--- src/rtl/alta_bram_pkg.sv ---
// alta_bram_pkg: shared definitions for the alta_bram port-A arbiter.
//   AW_DEFAULT / DW_DEFAULT : default address / data widths of the alta_bram port A.
//   client_e                : requester id carried through the read-latency pipeline.
//   rd_entry_t              : one read-latency pipeline slot {valid, id}.
package alta_bram_pkg;

  localparam int unsigned AW_DEFAULT = 12;
  localparam int unsigned DW_DEFAULT = 8;

  typedef enum logic {
    CLIENT_A = 1'b0,
    CLIENT_B = 1'b1
  } client_e;

  typedef struct packed {
    logic    valid;
    client_e id;
  } rd_entry_t;

endpackage

--- src/rtl/alta_bram_rdpipe.sv ---
// alta_bram_rdpipe: RD_LATENCY-deep shift register of read tags {valid, id}.
// A tag pushed at the grant-cycle edge appears on the outputs after RD_LATENCY edges,
// which is exactly when the BRAM presents the matching DataOutA.
// Ports:
//   clk, rst       : clock, asynchronous active-high reset (clears all slots)
//   i_push_valid   : a read transfer happens this cycle
//   i_push_id      : id of the client issuing that read
//   o_ret_valid    : retiring slot holds a read whose data is on bram_dout now
//   o_ret_id       : id of that read's client
module alta_bram_rdpipe
  import alta_bram_pkg::*;
#(
  parameter int unsigned RD_LATENCY = 1
) (
  input  logic clk,
  input  logic rst,
  input  logic i_push_valid,
  input  logic i_push_id,
  output logic o_ret_valid,
  output logic o_ret_id
);

  rd_entry_t                  w_push;
  rd_entry_t [RD_LATENCY-1:0] r_stage;

  always_comb begin
    w_push       = '0;
    w_push.valid = i_push_valid;
    w_push.id    = client_e'(i_push_id);
  end

  always_ff @(posedge clk or posedge rst) begin
    if (rst) begin
      r_stage <= '0;
    end else begin
      r_stage[0] <= w_push;
      for (int i = 1; i < RD_LATENCY; i++) begin
        r_stage[i] <= r_stage[i-1];
      end
    end
  end

  assign o_ret_valid = r_stage[RD_LATENCY-1].valid;
  assign o_ret_id    = r_stage[RD_LATENCY-1].id;

endmodule

--- src/rtl/alta_bram_arbiter.sv ---
// alta_bram_arbiter: two-client round-robin arbiter for port A of one alta_bram.
// Grants are combinational; a transfer happens on a clk edge where req & gnt.
// Read results are routed back to the issuing client through a latency-matched tag
// pipeline and a capture register (rvalid at grant + RD_LATENCY + 1 cycles).
// Ports:
//   clk, rst                       : clock (also BRAM Clk0), async active-high reset
//   a_req/a_we/a_addr/a_wdata      : client A request (1 = write, 0 = read)
//   a_gnt                          : client A accept (combinational)
//   a_rvalid/a_rdata               : client A read result pulse / held data
//   b_*                            : same set for client B
//   bram_addr/bram_din/bram_we     : to AddressA / DataInA / WeRenA
//   bram_clken                     : to ClkEn0, tied high
//   bram_dout                      : from DataOutA
// RD_LATENCY must be 1 or 2 and match the BRAM output-register setting.
module alta_bram_arbiter
  import alta_bram_pkg::*;
#(
  parameter int unsigned AW         = AW_DEFAULT,
  parameter int unsigned DW         = DW_DEFAULT,
  parameter int unsigned RD_LATENCY = 1
) (
  input  logic          clk,
  input  logic          rst,

  input  logic          a_req,
  input  logic          a_we,
  input  logic [AW-1:0] a_addr,
  input  logic [DW-1:0] a_wdata,
  output logic          a_gnt,
  output logic          a_rvalid,
  output logic [DW-1:0] a_rdata,

  input  logic          b_req,
  input  logic          b_we,
  input  logic [AW-1:0] b_addr,
  input  logic [DW-1:0] b_wdata,
  output logic          b_gnt,
  output logic          b_rvalid,
  output logic [DW-1:0] b_rdata,

  output logic [AW-1:0] bram_addr,
  output logic [DW-1:0] bram_din,
  output logic          bram_we,
  output logic          bram_clken,
  input  logic [DW-1:0] bram_dout
);

  client_e       r_prio;
  logic [AW-1:0] r_last_addr;
  logic          r_a_rvalid;
  logic          r_b_rvalid;
  logic [DW-1:0] r_a_rdata;
  logic [DW-1:0] r_b_rdata;

  logic          w_a_gnt;
  logic          w_b_gnt;
  logic          w_xfer;
  logic [AW-1:0] w_addr;
  logic [DW-1:0] w_din;
  logic          w_we;
  logic          w_push_valid;
  logic          w_push_id;
  logic          w_ret_valid;
  logic          w_ret_id;

  // Grants are forced low during reset so nothing can commit while rst is high.
  assign w_a_gnt = ~rst & a_req & (~b_req | (r_prio == CLIENT_A));
  assign w_b_gnt = ~rst & b_req & (~a_req | (r_prio == CLIENT_B));
  assign w_xfer  = w_a_gnt | w_b_gnt;

  always_comb begin
    w_addr = r_last_addr;
    w_din  = '0;
    w_we   = 1'b0;
    if (w_a_gnt) begin
      w_addr = a_addr;
      w_din  = a_wdata;
      w_we   = a_we;
    end else if (w_b_gnt) begin
      w_addr = b_addr;
      w_din  = b_wdata;
      w_we   = b_we;
    end
  end

  assign w_push_valid = (w_a_gnt & ~a_we) | (w_b_gnt & ~b_we);
  assign w_push_id    = w_b_gnt;

  alta_bram_rdpipe #(
    .RD_LATENCY (RD_LATENCY)
  ) u_rdpipe (
    .clk          (clk),
    .rst          (rst),
    .i_push_valid (w_push_valid),
    .i_push_id    (w_push_id),
    .o_ret_valid  (w_ret_valid),
    .o_ret_id     (w_ret_id)
  );

  always_ff @(posedge clk or posedge rst) begin
    if (rst) begin
      r_prio      <= CLIENT_A;
      r_last_addr <= '0;
    end else if (w_xfer) begin
      // Priority passes to whichever client lost (or did not ask) this cycle.
      r_prio      <= w_a_gnt ? CLIENT_B : CLIENT_A;
      r_last_addr <= w_addr;
    end
  end

  always_ff @(posedge clk or posedge rst) begin
    if (rst) begin
      r_a_rvalid <= 1'b0;
      r_b_rvalid <= 1'b0;
      r_a_rdata  <= '0;
      r_b_rdata  <= '0;
    end else begin
      r_a_rvalid <= w_ret_valid & (w_ret_id == CLIENT_A);
      r_b_rvalid <= w_ret_valid & (w_ret_id == CLIENT_B);
      if (w_ret_valid && (w_ret_id == CLIENT_A)) r_a_rdata <= bram_dout;
      if (w_ret_valid && (w_ret_id == CLIENT_B)) r_b_rdata <= bram_dout;
    end
  end

  assign a_gnt      = w_a_gnt;
  assign b_gnt      = w_b_gnt;
  assign a_rvalid   = r_a_rvalid;
  assign b_rvalid   = r_b_rvalid;
  assign a_rdata    = r_a_rdata;
  assign b_rdata    = r_b_rdata;
  assign bram_addr  = w_addr;
  assign bram_din   = w_din;
  assign bram_we    = w_we;
  assign bram_clken = 1'b1;

endmodule

--- config.mk ---
export PLATFORM = sky130hd
export DESIGN_NAME = alta_bram_arbiter
export DESIGN_NICKNAME = d
export VERILOG_FILES = /design/src/rtl/alta_bram_pkg.sv /design/src/rtl/alta_bram_rdpipe.sv /design/src/rtl/alta_bram_arbiter.sv
export SDC_FILE = /design/constraint.sdc
export NUM_CORES = 1
export LEC_CHECK = 0
export BUFFER_PORTS_ARGS = -buffer_cell sky130_fd_sc_hd__buf_2
export CORE_MARGIN = 1
export CORE_UTILIZATION = 27
export CTS_CLUSTER_SIZE = 8
export DETAILED_ROUTE_END_ITERATION = 16
export GPL_TIMING_DRIVEN = 0
export PLACE_DENSITY = 0.52
export SETUP_SLACK_MARGIN = 0.5
export SLEW_MARGIN = 0
export SYNTH_ARGS = -nofsm -noshare
export SYNTH_HDL_FRONTEND = slang
export SYNTH_SLANG_ARGS = --single-unit
--- constraint.sdc ---
create_clock -name clk -period 4.55 [get_ports clk]
set_input_delay 1.365 -clock clk [delete_from_list [all_inputs] [get_ports clk]]
set_output_delay 1.365 -clock clk [all_outputs]
set_load 0.005 [all_outputs]
==> flow_summary.yaml <==
yosys:
  yosys.cell_types.count: 18
  ys_warn_count: 0
  synth_area_sq_um: 1560
  synth_edf_count: 0
  ys.flop_type: "dfrtp_1"
  yosys-top-cells-area: "dfrtp_1 (53%), a221o_1 (15%), mux2_2 (12%)"
  synthCells: 117
  syn-num-nets: 171
  async_flop_share_pct: 100
  yosysMostFrequentCell: "dfrtp_1"
  syn_avg_cell_area_sq_um: 13.4
  ys_top_cells_by_count: "dfrtp_1 (33), a221o_1 (24), mux2_2 (16)"
  seq_area_frac_synth_pct: 52.8
  synth_top_cell_area_share_pct: 52.8
  synth.largest_area_cell: "dfrtp_1"
  synth_seq_cells: 33
grt:
  grt-ovfl-total: 0
  grt_use_total_pct: 13.2
  grt_use_met3_pct: 4.88
  grtUsageMet2_pct: 19.2
  grt_max_degree: 18
  grt-busiest-layer: "met2"
  use_met1_pct: 18.4
  grt_pass1_vias: 1300
  antenna_found_initial: 0
  grt_pass1_wl_mm: 6.29
timing:
  timing.final.crit_share_pct: 86.0
  period_needed_ps: 3910
  finalWorstSetupSlack_ps: 637
  fmax_mhz: 256
  slew_headroom_pct: 48.9
  timing.hold.ws_ps: 501
  slew_violations: 0
  tns_ps: 0
  fin_skew_ps: 6.02
  rsz0062_at_grt: "no"
  hold_viol: 0
  setup_violations: 0
  worst_pin_slew_ps: 763
power:
  p_leak_nw: 1.17
  powerDensity_nw_per_um2: 390
  power.total_uw: 880
  max-vdd-ir-drop_v: 0.000154
floorplanning:
  die_area_sq_um: 6100
  start_util_pct: 28.2
  die_w_microns: 78.1
  ios: 96
  placementRows: 27
  die_h_microns: 78.1
  core_sq_um: 5540
place:
  dpl.cell_count: 283
  pre_cts_ws_ps: -37.4
  routabilityCongestion: 0.658
  numPortBuffers: 94
  hpwl_mm: 2.81
clock_tree:
  htreeDepth: 2
  cts_inserted_buffers: 5
  cts_tree: "yes"
  path_clk_slew_ps: 70
  clock_sinks: 33
  clk-insertion-delay-late_ps: 280
  cts-root-buf: "clkbuf_8"
  clk_path_buf_depth: 2
setup_path:
  r2r_end: "r_last_addr[0]$_DFFE_PP0P_"
  critical_path.startpoint: "rst"
  max_stage_delay_ps: 260
  ff2ff_path_depth: 3
  cp-start-kind: "input pin"
  reg2reg_slack_ps: 3190
  crit_chain: "buf_2 > o21bai_1 > clkbuf_1 > and2_1 > a221o_1 > buf_2"
  crit_type: "in -> out"
  slowest_stage: "a221o_1"
  endpoint: "bram_addr[7]"
  r2r_start: "r_prio$_DFFE_PP0P_"
  crit_arrival_ps: 2550
  timing.critical_path.depth: 6
  path_common_cell: "buf_2"
  cp-end-kind: "output pin"
  cp_max_fo: 10
  crit_buf_inv: 3
  crit_family: "buffers and inverters"
  worstPathRequired_ps: 3180
finish:
  nFillCells: 548
  drive_above_1_share_pct: 59.7
  syn_to_final_growth_pct: 44.2
  diodes: 0
  final-instance-count-excl-fill: 293
  finalNetCount: 274
routing:
  num_vias: 1359
  wl_mm: 3.90
  drc_errors: 0
  avgViaCountPerCell: 4.64
  drt_pass1_iterations: 4
  drtIter0Drc: 69
  antenna_left: 0
  wire_per_inst_microns: 13.3
min_path:
  hold_path_class: "reg -> reg"
run:
  max_cap_viol_count: 0
status:
  status: "finished, final reports clean"
-- worst min path at each step --
stage,depth (start not counted),from,end,slack [ps]
after floorplan,1,b_rdata[0]$_DFFE_PP0P_,b_rdata[0]$_DFFE_PP0P_,500
after global placement,1,b_rdata[2]$_DFFE_PP0P_,b_rdata[2]$_DFFE_PP0P_,480
after detailed placement,1,b_rdata[7]$_DFFE_PP0P_,b_rdata[7]$_DFFE_PP0P_,490
after CTS,1,b_rdata[7]$_DFFE_PP0P_,b_rdata[7]$_DFFE_PP0P_,510
after global routing,1,b_rdata[6]$_DFFE_PP0P_,b_rdata[6]$_DFFE_PP0P_,510
final,1,a_rdata[5]$_DFFE_PP0P_,a_rdata[5]$_DFFE_PP0P_,500
-- through the flow --
stage                     cell area (sq um)  util, %
after floorplan                        1570        -
after global placement                 2130     38.4
after detailed placement               2130     38.4
after CTS                              2260     40.7
after global routing                   2260     40.7
final                                  2260     40.7
-- layout by cell type (no fill, tap or decap), types with 2 or more instances in the layout --
cell type | netlist | routed
buf_6 | 3 | 3
a22o_1 | 10 | 10
clkbuf_8 | 0 | 5
and2_1 | 12 | 12
a221o_1 | 24 | 24
mux2_2 | 16 | 16
dfrtp_1 | 33 | 33
buf_4 | 4 | 5
inv_1 | 4 | 3
buf_2 | 2 | 96
clkinvlp_4 | 0 | 2
-- power by group --
| group | internal [mW] | switching [mW] | leakage (nW) |
|---|---|---|---|
| combinational | 0.134 | 0.0959 | 0.713 |
| sequential | 0.354 | 0.0228 | 0.401 |
| clock | 0.164 | 0.109 | 0.0543 |
-- cell type report --
| cell class | instances | area [sq um] | area share, % |
|---|---|---|---|
| flip-flops and latches | 33 | 826 | 36.6 |
| multi-input cells | 69 | 642 | 28.5 |
| clock buffers | 5 | 68.8 | 3.05 |
| plain buffers | 10 | 77.6 | 3.44 |
| clock inverters | 3 | 46.3 | 2.05 |
| repair inverters | 1 | 5.00 | 0.222 |
| inverters | 5 | 22.5 | 0.998 |
| repair buffers | 95 | 478 | 21.2 |
| well taps | 72 | 90.1 | 3.99 |
-- kinds of logic (layout without fill, tap and decap cells) --
family / after synthesis / after routing / synth area share [%]
AOI/OAI and AO/OA: 38 / 38 / 23.8
buffers and inverters: 15 / 119 / 6.16
DFF: 33 / 33 / 52.8
muxes: 16 / 16 / 11.5
other: 1 / 1 / 0.240
and+or+nand+nor: 14 / 14 / 5.44
-- timing repair --
item	in CTS	in global routing
setup endpoints to repair	22	0
buffers inserted	1	0
endpoints found under the hold margin	0	0
gates resized for setup	0	0
hold buffers	0	0
-- routing by layer --
layer | part of all wire, % | vias up
li1 | - | 660
met1 | 49 | 636
met2 | 43 | 61
met3 | 7.6 | 2
met4 | 0.36 | 0
met5 | 0 | -
-- registers in the layout, indices dropped and copies added (netlist names) --
register and flops:
b_rdata 8, a_rvalid 1, u_rdpipe.o_ret_id 1, r_last_addr 12, a_rdata 8, u_rdpipe.o_ret_valid 1, r_prio 1, b_rvalid 1
(Power assumes the default switching activity.)
